File: src/rtl/inst_fetch_if.sv
// Instruction-memory request/response bus between the IF stage and instruction memory.
interface inst_fetch_if;
    logic        inst_req;
    logic [31:0] inst_addr;
    logic        inst_addr_ok;
    logic        inst_data_ok;
    logic [31:0] inst_rdata;

    modport master (output inst_req, inst_addr, input inst_addr_ok, inst_data_ok, inst_rdata);
    modport slave  (input inst_req, inst_addr, output inst_addr_ok, inst_data_ok, inst_rdata);
endinterface

File: src/rtl/inst_fetch.sv
// IF-stage fetch unit: owns the PC, keeps one memory request in flight, honours the
// branch delay slot and exception redirects, and feeds ID through a stall-able register.
module inst_fetch #(
    parameter logic [31:0] RESET_PC = 32'hBFC0_0000,
    parameter bit          EXC_DROP = 1'b1
) (
    input  logic               clk,
    input  logic               rst_n,
    input  logic               stall,
    input  logic               id_valid,
    input  logic               branch_taken,
    input  logic [31:0]        branch_address,
    input  logic               exception_valid,
    input  logic [31:0]        exception_address,
    inst_fetch_if.master       mem,
    output logic               if_valid,
    output logic [31:0]        if_instruction,
    output logic [31:0]        if_pc,
    output logic               if_addr_err
);
    typedef enum logic [2:0] {IDLE, REQ, WAIT, HOLD, ERR} state_t;

    state_t      state, state_n;
    logic [31:0] pc, pc_n;
    logic        redir_pending, rp_n;
    logic [31:0] redir_target, rt_n;
    logic        drop, drop_n;
    logic        req_sent, req_sent_n;
    logic [31:0] buf_data, buf_n;
    logic        load, ld_err;
    logic [31:0] ld_instr, seq_pc;
    logic        aligned, branch_acc;

    assign aligned    = (pc[1:0] == 2'b00);
    // Branches seen while a dropped response is outstanding belong to the flushed stream.
    assign branch_acc = id_valid & branch_taken & ~stall & ~exception_valid & ~drop;
    assign seq_pc     = branch_acc    ? branch_address :
                        redir_pending ? redir_target   : pc + 32'd4;

    always_comb begin
        mem.inst_req  = (state == REQ) && aligned && (!stall || req_sent);
        mem.inst_addr = (state == REQ && aligned) ? pc : '0;
    end

    always_comb begin
        state_n    = state;
        pc_n       = pc;
        rp_n       = redir_pending;
        rt_n       = redir_target;
        drop_n     = drop;
        req_sent_n = req_sent;
        buf_n      = buf_data;
        load       = 1'b0;
        ld_instr   = mem.inst_rdata;
        ld_err     = 1'b0;
        if (branch_acc) begin
            rp_n = 1'b1;
            rt_n = branch_address;
        end
        unique case (state)
            IDLE: begin
                state_n = REQ;
                if (exception_valid) begin
                    pc_n = exception_address;
                    rp_n = 1'b0;
                end
            end
            REQ: begin
                // An issued request must complete; the exception vector waits in redir_target.
                if (mem.inst_req) begin
                    req_sent_n = !mem.inst_addr_ok;
                    if (mem.inst_addr_ok) state_n = WAIT;
                    if (exception_valid) begin
                        drop_n = EXC_DROP;
                        rp_n   = 1'b1;
                        rt_n   = exception_address;
                    end
                end else if (exception_valid) begin
                    pc_n = exception_address;
                    rp_n = 1'b0;
                end else if (!aligned && !stall) begin
                    load     = 1'b1;
                    ld_instr = '0;
                    ld_err   = 1'b1;
                    state_n  = ERR;
                end
            end
            WAIT: begin
                if (mem.inst_data_ok) begin
                    if (exception_valid) begin
                        pc_n = exception_address;
                        rp_n = 1'b0;
                        drop_n = 1'b0;
                        state_n = REQ;
                    end else if (drop) begin
                        pc_n = seq_pc;
                        rp_n = 1'b0;
                        drop_n = 1'b0;
                        state_n = REQ;
                    end else if (!stall) begin
                        load = 1'b1;
                        pc_n = seq_pc;
                        rp_n = 1'b0;
                        state_n = REQ;
                    end else begin
                        buf_n   = mem.inst_rdata;
                        state_n = HOLD;
                    end
                end else if (exception_valid) begin
                    drop_n = EXC_DROP;
                    rp_n   = 1'b1;
                    rt_n   = exception_address;
                end
            end
            HOLD: begin
                if (exception_valid) begin
                    pc_n = exception_address;
                    rp_n = 1'b0;
                    state_n = REQ;
                end else if (!stall) begin
                    load     = 1'b1;
                    ld_instr = buf_data;
                    pc_n     = seq_pc;
                    rp_n     = 1'b0;
                    state_n  = REQ;
                end
            end
            ERR: begin
                if (exception_valid) begin
                    pc_n = exception_address;
                    rp_n = 1'b0;
                    state_n = REQ;
                end
            end
            default: state_n = IDLE;
        endcase
    end

    always_ff @(posedge clk or negedge rst_n) begin
        if (!rst_n) begin
            state         <= IDLE;
            pc            <= RESET_PC;
            redir_pending <= 1'b0;
            redir_target  <= '0;
            drop          <= 1'b0;
            req_sent      <= 1'b0;
            buf_data      <= '0;
        end else begin
            state         <= state_n;
            pc            <= pc_n;
            redir_pending <= rp_n;
            redir_target  <= rt_n;
            drop          <= drop_n;
            req_sent      <= req_sent_n;
            buf_data      <= buf_n;
        end
    end

    always_ff @(posedge clk or negedge rst_n) begin
        if (!rst_n) begin
            if_valid       <= 1'b0;
            if_instruction <= '0;
            if_pc          <= '0;
            if_addr_err    <= 1'b0;
        end else if (exception_valid) begin
            if_valid    <= 1'b0;
            if_addr_err <= 1'b0;
        end else if (load) begin
            if_valid       <= 1'b1;
            if_instruction <= ld_instr;
            if_pc          <= pc;
            if_addr_err    <= ld_err;
        end else if (!stall) begin
            if_valid    <= 1'b0;
            if_addr_err <= 1'b0;
        end
    end
endmodule

File: src/flat_wrapper.sv
// flat-port wrapper written by rule: the top's interface ports become plain ports
module inst_fetch_flat 
#(
    parameter logic [31:0] RESET_PC = 32'hBFC0_0000,
    parameter bit          EXC_DROP = 1'b1
)
  (clk, rst_n, stall, id_valid, branch_taken, branch_address, exception_valid, exception_address, if_valid, if_instruction, if_pc, if_addr_err, mem_inst_req, mem_inst_addr, mem_inst_addr_ok, mem_inst_data_ok, mem_inst_rdata);
  inst_fetch_if mem_i ();
  input  logic clk;
  input  logic rst_n;
  input  logic stall;
  input  logic id_valid;
  input  logic branch_taken;
  input  logic [31:0] branch_address;
  input  logic exception_valid;
  input  logic [31:0] exception_address;
  output logic if_valid;
  output logic [31:0] if_instruction;
  output logic [31:0] if_pc;
  output logic if_addr_err;
  output wire logic [$bits(mem_i.inst_req)-1:0] mem_inst_req;
  output wire logic [$bits(mem_i.inst_addr)-1:0] mem_inst_addr;
  input wire logic [$bits(mem_i.inst_addr_ok)-1:0] mem_inst_addr_ok;
  input wire logic [$bits(mem_i.inst_data_ok)-1:0] mem_inst_data_ok;
  input wire logic [$bits(mem_i.inst_rdata)-1:0] mem_inst_rdata;
  assign mem_inst_req = mem_i.inst_req;
  assign mem_inst_addr = mem_i.inst_addr;
  assign mem_i.inst_addr_ok = mem_inst_addr_ok;
  assign mem_i.inst_data_ok = mem_inst_data_ok;
  assign mem_i.inst_rdata = mem_inst_rdata;
  inst_fetch #(.RESET_PC(RESET_PC), .EXC_DROP(EXC_DROP)) u_core (.clk(clk), .rst_n(rst_n), .stall(stall), .id_valid(id_valid), .branch_taken(branch_taken), .branch_address(branch_address), .exception_valid(exception_valid), .exception_address(exception_address), .mem(mem_i), .if_valid(if_valid), .if_instruction(if_instruction), .if_pc(if_pc), .if_addr_err(if_addr_err));
endmodule
File: config.mk
export PLATFORM = sky130hd
export DESIGN_NAME = inst_fetch_flat
export DESIGN_NICKNAME = d
export VERILOG_FILES = /design/src/rtl/inst_fetch_if.sv /design/src/rtl/inst_fetch.sv /design/src/flat_wrapper.sv
export SDC_FILE = /design/constraint.sdc
export NUM_CORES = 1
export LEC_CHECK = 0
export ABC_CLOCK_PERIOD_IN_PS = 2410
export CAP_MARGIN = 20
export CORE_ASPECT_RATIO = 0.9
export CORE_UTILIZATION = 39
export DETAILED_ROUTE_END_ITERATION = 8
export HOLD_SLACK_MARGIN = 0.08
export PLACE_DENSITY_LB_ADDON = 0.12
export SLEW_MARGIN = 0
export SYNTH_ARGS = -nofsm -noshare
export SYNTH_HDL_FRONTEND = slang
export SYNTH_SLANG_ARGS = --single-unit
File: constraint.sdc
create_clock -name clk -period 2.41 [get_ports clk]
set_clock_uncertainty 0.2 [all_clocks]
set_input_delay 0.482 -clock clk [delete_from_list [all_inputs] [get_ports clk]]
set_output_delay 0.482 -clock clk [all_outputs]
set_load 0.005 [all_outputs]
==> Word level (Yosys, flattened, before mapping) <==
Index checks and enable logic that the tools add are counted.
{ "op_classes": {"n_shift": 0, "add_sub_neg": 1, "reduce_logical": 18, "order_cmp": 0, "eq_ne": 13, "mul": 0, "muxes": 62, "div_mod_pow": 0, "n_bitwise": 7} }
{ "ops": {"columns": ["op", "n"], "rows": [
  ["32-bit two-way mux", 17],
  ["32-bit case mux with 2 select lines", 2],
  ["32-bit case mux with 4 select lines", 1],
  ["32-bit by 3-bit adder with 32-bit output (second input constant)", 1],
  ["3-bit two-way mux", 10],
  ["1-bit two-way mux", 27],
  ["3-bit case mux with 5 select lines", 1],
  ["3-bit != test (second input constant)", 4],
  ["2-bit != test (second input constant)", 4],
  ["3-bit by 2-bit == test with 1-bit output (second input constant)", 2],
  ["2-bit AND reduction", 3],
  ["6-bit AND reduction", 1],
  ["1-bit AND", 4],
  ["1-bit case mux with 4 select lines", 1],
  ["4-bit AND reduction", 1],
  ["4-bit nonzero test", 1],
  ["3-bit by 1-bit == test with 1-bit output (second input constant)", 1],
  ["3-bit == test (second input constant)", 1],
  ["1-bit logical AND", 3],
  ["1-bit logical NOT", 3],
  ["3-bit logical NOT", 1],
  ["3-bit by 1-bit != test with 1-bit output (second input constant)", 1],
  ["1-bit NOT", 3],
  ["1-bit case mux with 3 select lines", 1],
  ["7 further kinds", 7]
]} }
{ "totals": {"ram_bits": 0, "reg_bits": 168, "romBits": 0, "memories": 0, "output_inout_bits": 99, "latchBits": 0, "elab_cells": 112} }

==> Longest topological paths before layout <==
{ "depth": {"depth_word": 10, "depth_mapped": 10} }

==> Worst setup path after synthesis <==
Ideal clock, no wire load.
{ "synth_path": {"path_kind": "reg-to-reg", "start": "reg u_core.pc[2]", "end": "reg u_core.pc[24]", "n_path_buf": 1, "setup_slack_ns": -0.073, "path_stages_with_launch": 9, "t_arrival_ns": 2.206, "cell_sequence": "dfrtp_1 ha_1 nand4_1 or4_1 buf_2 or3_1 o31ai_2 o221ai_1 a31oi_1"} }
{ "synth_via": {"elab_chain_cells": 8, "elab_cells_between_ends": 9} }
{ "synth_lines": {"columns": ["element", "line_no", "text"], "rows": [
  ["start, declared", "inst_fetch.sv:24", "logic [31:0] pc, pc_n;"],
  ["start signal, assigned", "inst_fetch.sv:150", "pc <= pc_n;"],
  ["32-bit by 3-bit adder with 32-bit output *", "inst_fetch.sv:38", "redir_pending ? redir_target : pc + 32'd4;"],
  ["32-bit two-way mux *", "inst_fetch.sv:38", null],
  ["32-bit two-way mux *", "inst_fetch.sv:37", "assign seq_pc = branch_acc ? branch_address :"],
  ["32-bit two-way mux", "inst_fetch.sv:100, inst_fetch.sv:120", null],
  ["32-bit two-way mux", "inst_fetch.sv:95", "end else if (drop) begin"],
  ["32-bit two-way mux", "inst_fetch.sv:90", "if (exception_valid) begin"],
  ["32-bit two-way mux", "inst_fetch.sv:89", "if (mem.inst_data_ok) begin"],
  ["32-bit case mux with 4 select lines *", "inst_fetch.sv:60", "unique case (state)"]
]} }
Every way passes the cells marked *; elsewhere a longest branch is shown, timed or not. The select of a mux whose other input is x is not followed.
A chain may end at the register's enable or synchronous reset.

==> Worst setup path in the final report <==
{ "layout_path": {"start": "reg u_core.pc[3]", "end": "reg u_core.pc[24]"} }
Same word-level chain as after synthesis.

==> results.json <==
{
  "run_status": "complete, but fails checks",
  "violations": "DRC, setup timing",
  "worstReg2RegEnd": "u_core.pc[24]$_DFFE_PN1P_",
  "use_met3_pct": 5.69,
  "post-route-period-util_pct": 103,
  "grt_use_met1_pct": 40.7,
  "cts_inserted_buffers": 17,
  "layout_commonest_cell": "sky130_fd_sc_hd__buf_4",
  "regToRegStartpoint": "u_core.pc[3]$_DFFE_PN0P_",
  "initial_utilization_pct": 40.1,
  "worst-endpoint-required_ns": 2.58,
  "dp_hpwl_microns": 25200,
  "cts_tree": "built",
  "nets": 1504,
  "avgSynthCellArea_sq_um": 8.95,
  "clkSinkCount": 168,
  "finalHoldViolCount": 0,
  "yosys.area.top_type_share_pct": 42.2,
  "timing.final.max_slew_violations": 0,
  "design.die.area_sq_um": 24800,
  "max-clock-path-buffers": 2,
  "yosysTopAreaCell": "sky130_fd_sc_hd__dfrtp_1",
  "most-common-layout-cells": "sky130_fd_sc_hd__buf_4, sky130_fd_sc_hd__clkdlybuf4s50_1, sky130_fd_sc_hd__dfrtp_1",
  "clkTransAtPathRegs_ns": 0.07,
  "place_ws_ns": -0.521,
  "synth-main-ff-cell": "sky130_fd_sc_hd__dfrtp_1",
  "synth_seq_cells": 168,
  "post_synth_instance_area_sq_um": 9430,
  "max_stage_delay_ns": 0.59,
  "met2_usage_pct": 44.3,
  "ff2ff_setup_slack_ns": -0.08,
  "syn_inst": 1054,
  "min-delay-path-class": "flip-flop to flip-flop",
  "rsz0062_at_grt": "true",
  "buffer_ports.inserted": 200,
  "achievable-frequency_mhz": 402,
  "gp_congestion": 0.976,
  "design.portCount": 203,
  "cp-end-kind": "flip-flop",
  "design.core.area_sq_um": 23500,
  "critPathLaunchType": "flip-flop",
  "share_of_async_settable_or_async_resettable_flops_after_synthesis_pct": 100,
  "synth-seq-area-share_pct": 44.7,
  "count_of_nets_left_with_antenna_violations_after_detail_routing": 0,
  "cts_root_buffer": "sky130_fd_sc_hd__clkbuf_16",
  "final.setup.worst_slack_ns": -0.0773,
  "path_max_fanout": 4,
  "antenna_found_initial": 0,
  "number_of_synthesized_flops_with_an_enable_pin": 0,
  "core.rowCount": 53,
  "antennaDiodeCount": 0,
  "crit_path_top_delay_cell": "sky130_fd_sc_hd__or4_4",
  "layout-drive-gt1-share_pct": 30.7,
  "viasPerCell": 5.91,
  "cellPowerDensity_nw_per_um2": 1200,
  "clkLatencyLatePin_ns": 0.45,
  "timing.hold.worst.start": "u_core.if_addr_err$_DFFE_PN0P_",
  "grt_pass1_vias": 9695,
  "arrival_ns": 2.66,
  "die-height_microns": 150,
  "power.ir.vdd_worst_uv": 516,
  "timing_worst_setup_path_type": "flip-flop to flip-flop",
  "yosys.cell_types.count": 75,
  "hold_path_stages": 2,
  "avgRoutedWirePerCell_microns": 21.9,
  "h-tree-depth": 4,
  "cap_violations": 0,
  "detail_route.wirelength_microns": 37600,
  "globalRoute.totalOverflow": 0,
  "p_leak_nw": 6.26,
  "number_of_setup_violations_in_the_final_report": 38,
  "largest_net_degree_at_the_start_of_global_routing": 57,
  "holdPathEnd": "u_core.if_addr_err$_DFFE_PN0P_",
  "drt_iter0_drc": 1087,
  "p_total_mw": 17.5,
  "global_route_wire_length_before_repair_microns": 55000,
  "fillers": 1945,
  "r2r.worst_path.cells": 7,
  "layout_min_cycle_time_ns": 2.49,
  "synth_top_cells_by_area": "sky130_fd_sc_hd__dfrtp_1, sky130_fd_sc_hd__mux2_2, sky130_fd_sc_hd__nand2_1",
  "global_route.peak_usage_layer": "met2",
  "dr_total_vias": 10100,
  "first_pass_iters": 9,
  "fin_hold_ws_ns": 0.277,
  "grt_use_total_pct": 28.7,
  "die_width_microns": 166,
  "drc": 10,
  "area_overhead_vs_synth_pct": 54.5,
  "crit_path_cell_trace": "ha_4 > nand4_1 > or4_4 > or3_4 > o31ai_2 > o221ai_1 > a31oi_1",
  "synthesis.yosys.warnings": 0
}
-- layer usage --
layer	wire length, microns	part of all wire, %
met4	831	2.2
met3	3160	8.4
met2	17100	46
met1	16500	44
met5	0	0
-- area by class of cell --
cell class | count | area (sq um) | share of cell area, %
Inverter | 11 | 43.8 | 0.300
Sequential cell | 168 | 4220 | 28.9
Multi-Input combinational cell | 777 | 5150 | 35.4
Tap cell | 302 | 378 | 2.59
Timing Repair Buffer | 424 | 4160 | 28.5
Clock inverter | 15 | 199 | 1.36
Clock buffer | 17 | 425 | 2.92
-- flip-flops by register name, summed over array words and instances (netlist names) --
| signal | flops |
|---|---|
| u_core.if_instruction | 32 |
| u_core.drop | 1 |
| u_core.state | 3 |
| u_core.redir_pending | 1 |
| u_core.buf_data | 32 |
| u_core.if_valid | 1 |
| u_core.if_addr_err | 1 |
| u_core.pc | 32 |
| u_core.redir_target | 32 |
| u_core.req_sent | 1 |
| u_core.if_pc | 32 |
-- cell usage after synthesis, drive strengths merged (23+ instances only) --
| cell | n |
|---|---|
| nor2 | 107 |
| a22oi | 44 |
| mux2 | 66 |
| clkbuf | 76 |
| buf | 23 |
| and3 | 34 |
| a31oi | 46 |
| o21ai | 43 |
| nand2 | 127 |
| dfrtp | 159 |
| a21oi | 75 |
| nor3 | 24 |
-- worst max-delay path: cells and delay by family (launching register included) --
kind / cells / cell delay, ns
adders and majority gates: 1 / 0.18
AOI/OAI and AO/OA: 3 / 0.48
and+or+nand+nor: 3 / 1.13
DFF: 1 / 0.41
-- what timing repair did --
item,CTS,global route
hold buffers,1,0
resized for setup,175,81
pin swaps,14,23
endpoints found under the setup margin,98,145
buffers inserted,15,11
gates cloned,3,10
hold endpoints to repair,31,0
-- logic make-up (layout without fill, tap and decap cells) --
kind of cell / after synthesis / after routing / share of synthesized area [%]
xor+xnor: 16 / 16 / 1.49
compound gates: 308 / 308 / 21.6
fa+ha+maj: 1 / 1 / 0.133
other cells: 1 / 2 / 0.0398
mux: 71 / 71 / 8.41
buf+inv: 110 / 467 / 4.68
simple gates: 379 / 379 / 19.0
flops: 168 / 168 / 44.7
-- metrics by stage --
stage               cells  instance area [sq um]  util (%)  setup TNS [ns]
finish               1714                  14600      61.9           -1.08
global route         1714                  14600      61.9           -3.39
CTS                  1696                  14000      59.6          -0.978
detailed placement   1646                  13000      55.3          -58.05
global placement     1646                  13000      55.3          -53.38
floorplan            1055                   9450         -         -0.0240
-- worst max path at each step --
| stage | startpoint | cells past startpoint | to | slack (ns) |
|---|---|---|---|---|
| 6_report | u_core.pc[3]$_DFFE_PN0P_ | 7 | u_core.pc[24]$_DFFE_PN1P_ | -0.08 |
| 5_1_grt | u_core.pc[4]$_DFFE_PN0P_ | 8 | u_core.pc[21]$_DFFE_PN0P_ | -0.18 |
| 4_1_cts | u_core.pc[2]$_DFFE_PN0P_ | 8 | u_core.pc[26]$_DFFE_PN1P_ | -0.09 |
| 3_5_place_dp | stall | 10 | u_core.pc[11]$_DFFE_PN0P_ | -0.52 |
| 3_3_place_gp | exception_valid | 9 | u_core.pc[25]$_DFFE_PN1P_ | -0.51 |
| 2_1_floorplan | u_core.pc[2]$_DFFE_PN0P_ | 8 | u_core.pc[18]$_DFFE_PN0P_ | -0.02 |
-- where the power goes --
group,switching (mW),internal (mW)
sequential,0.798,4.06
clock,1.46,1.43
combinational,4.64,5.12
total,6.90,10.6
Power figures use the tool's default switching activity.
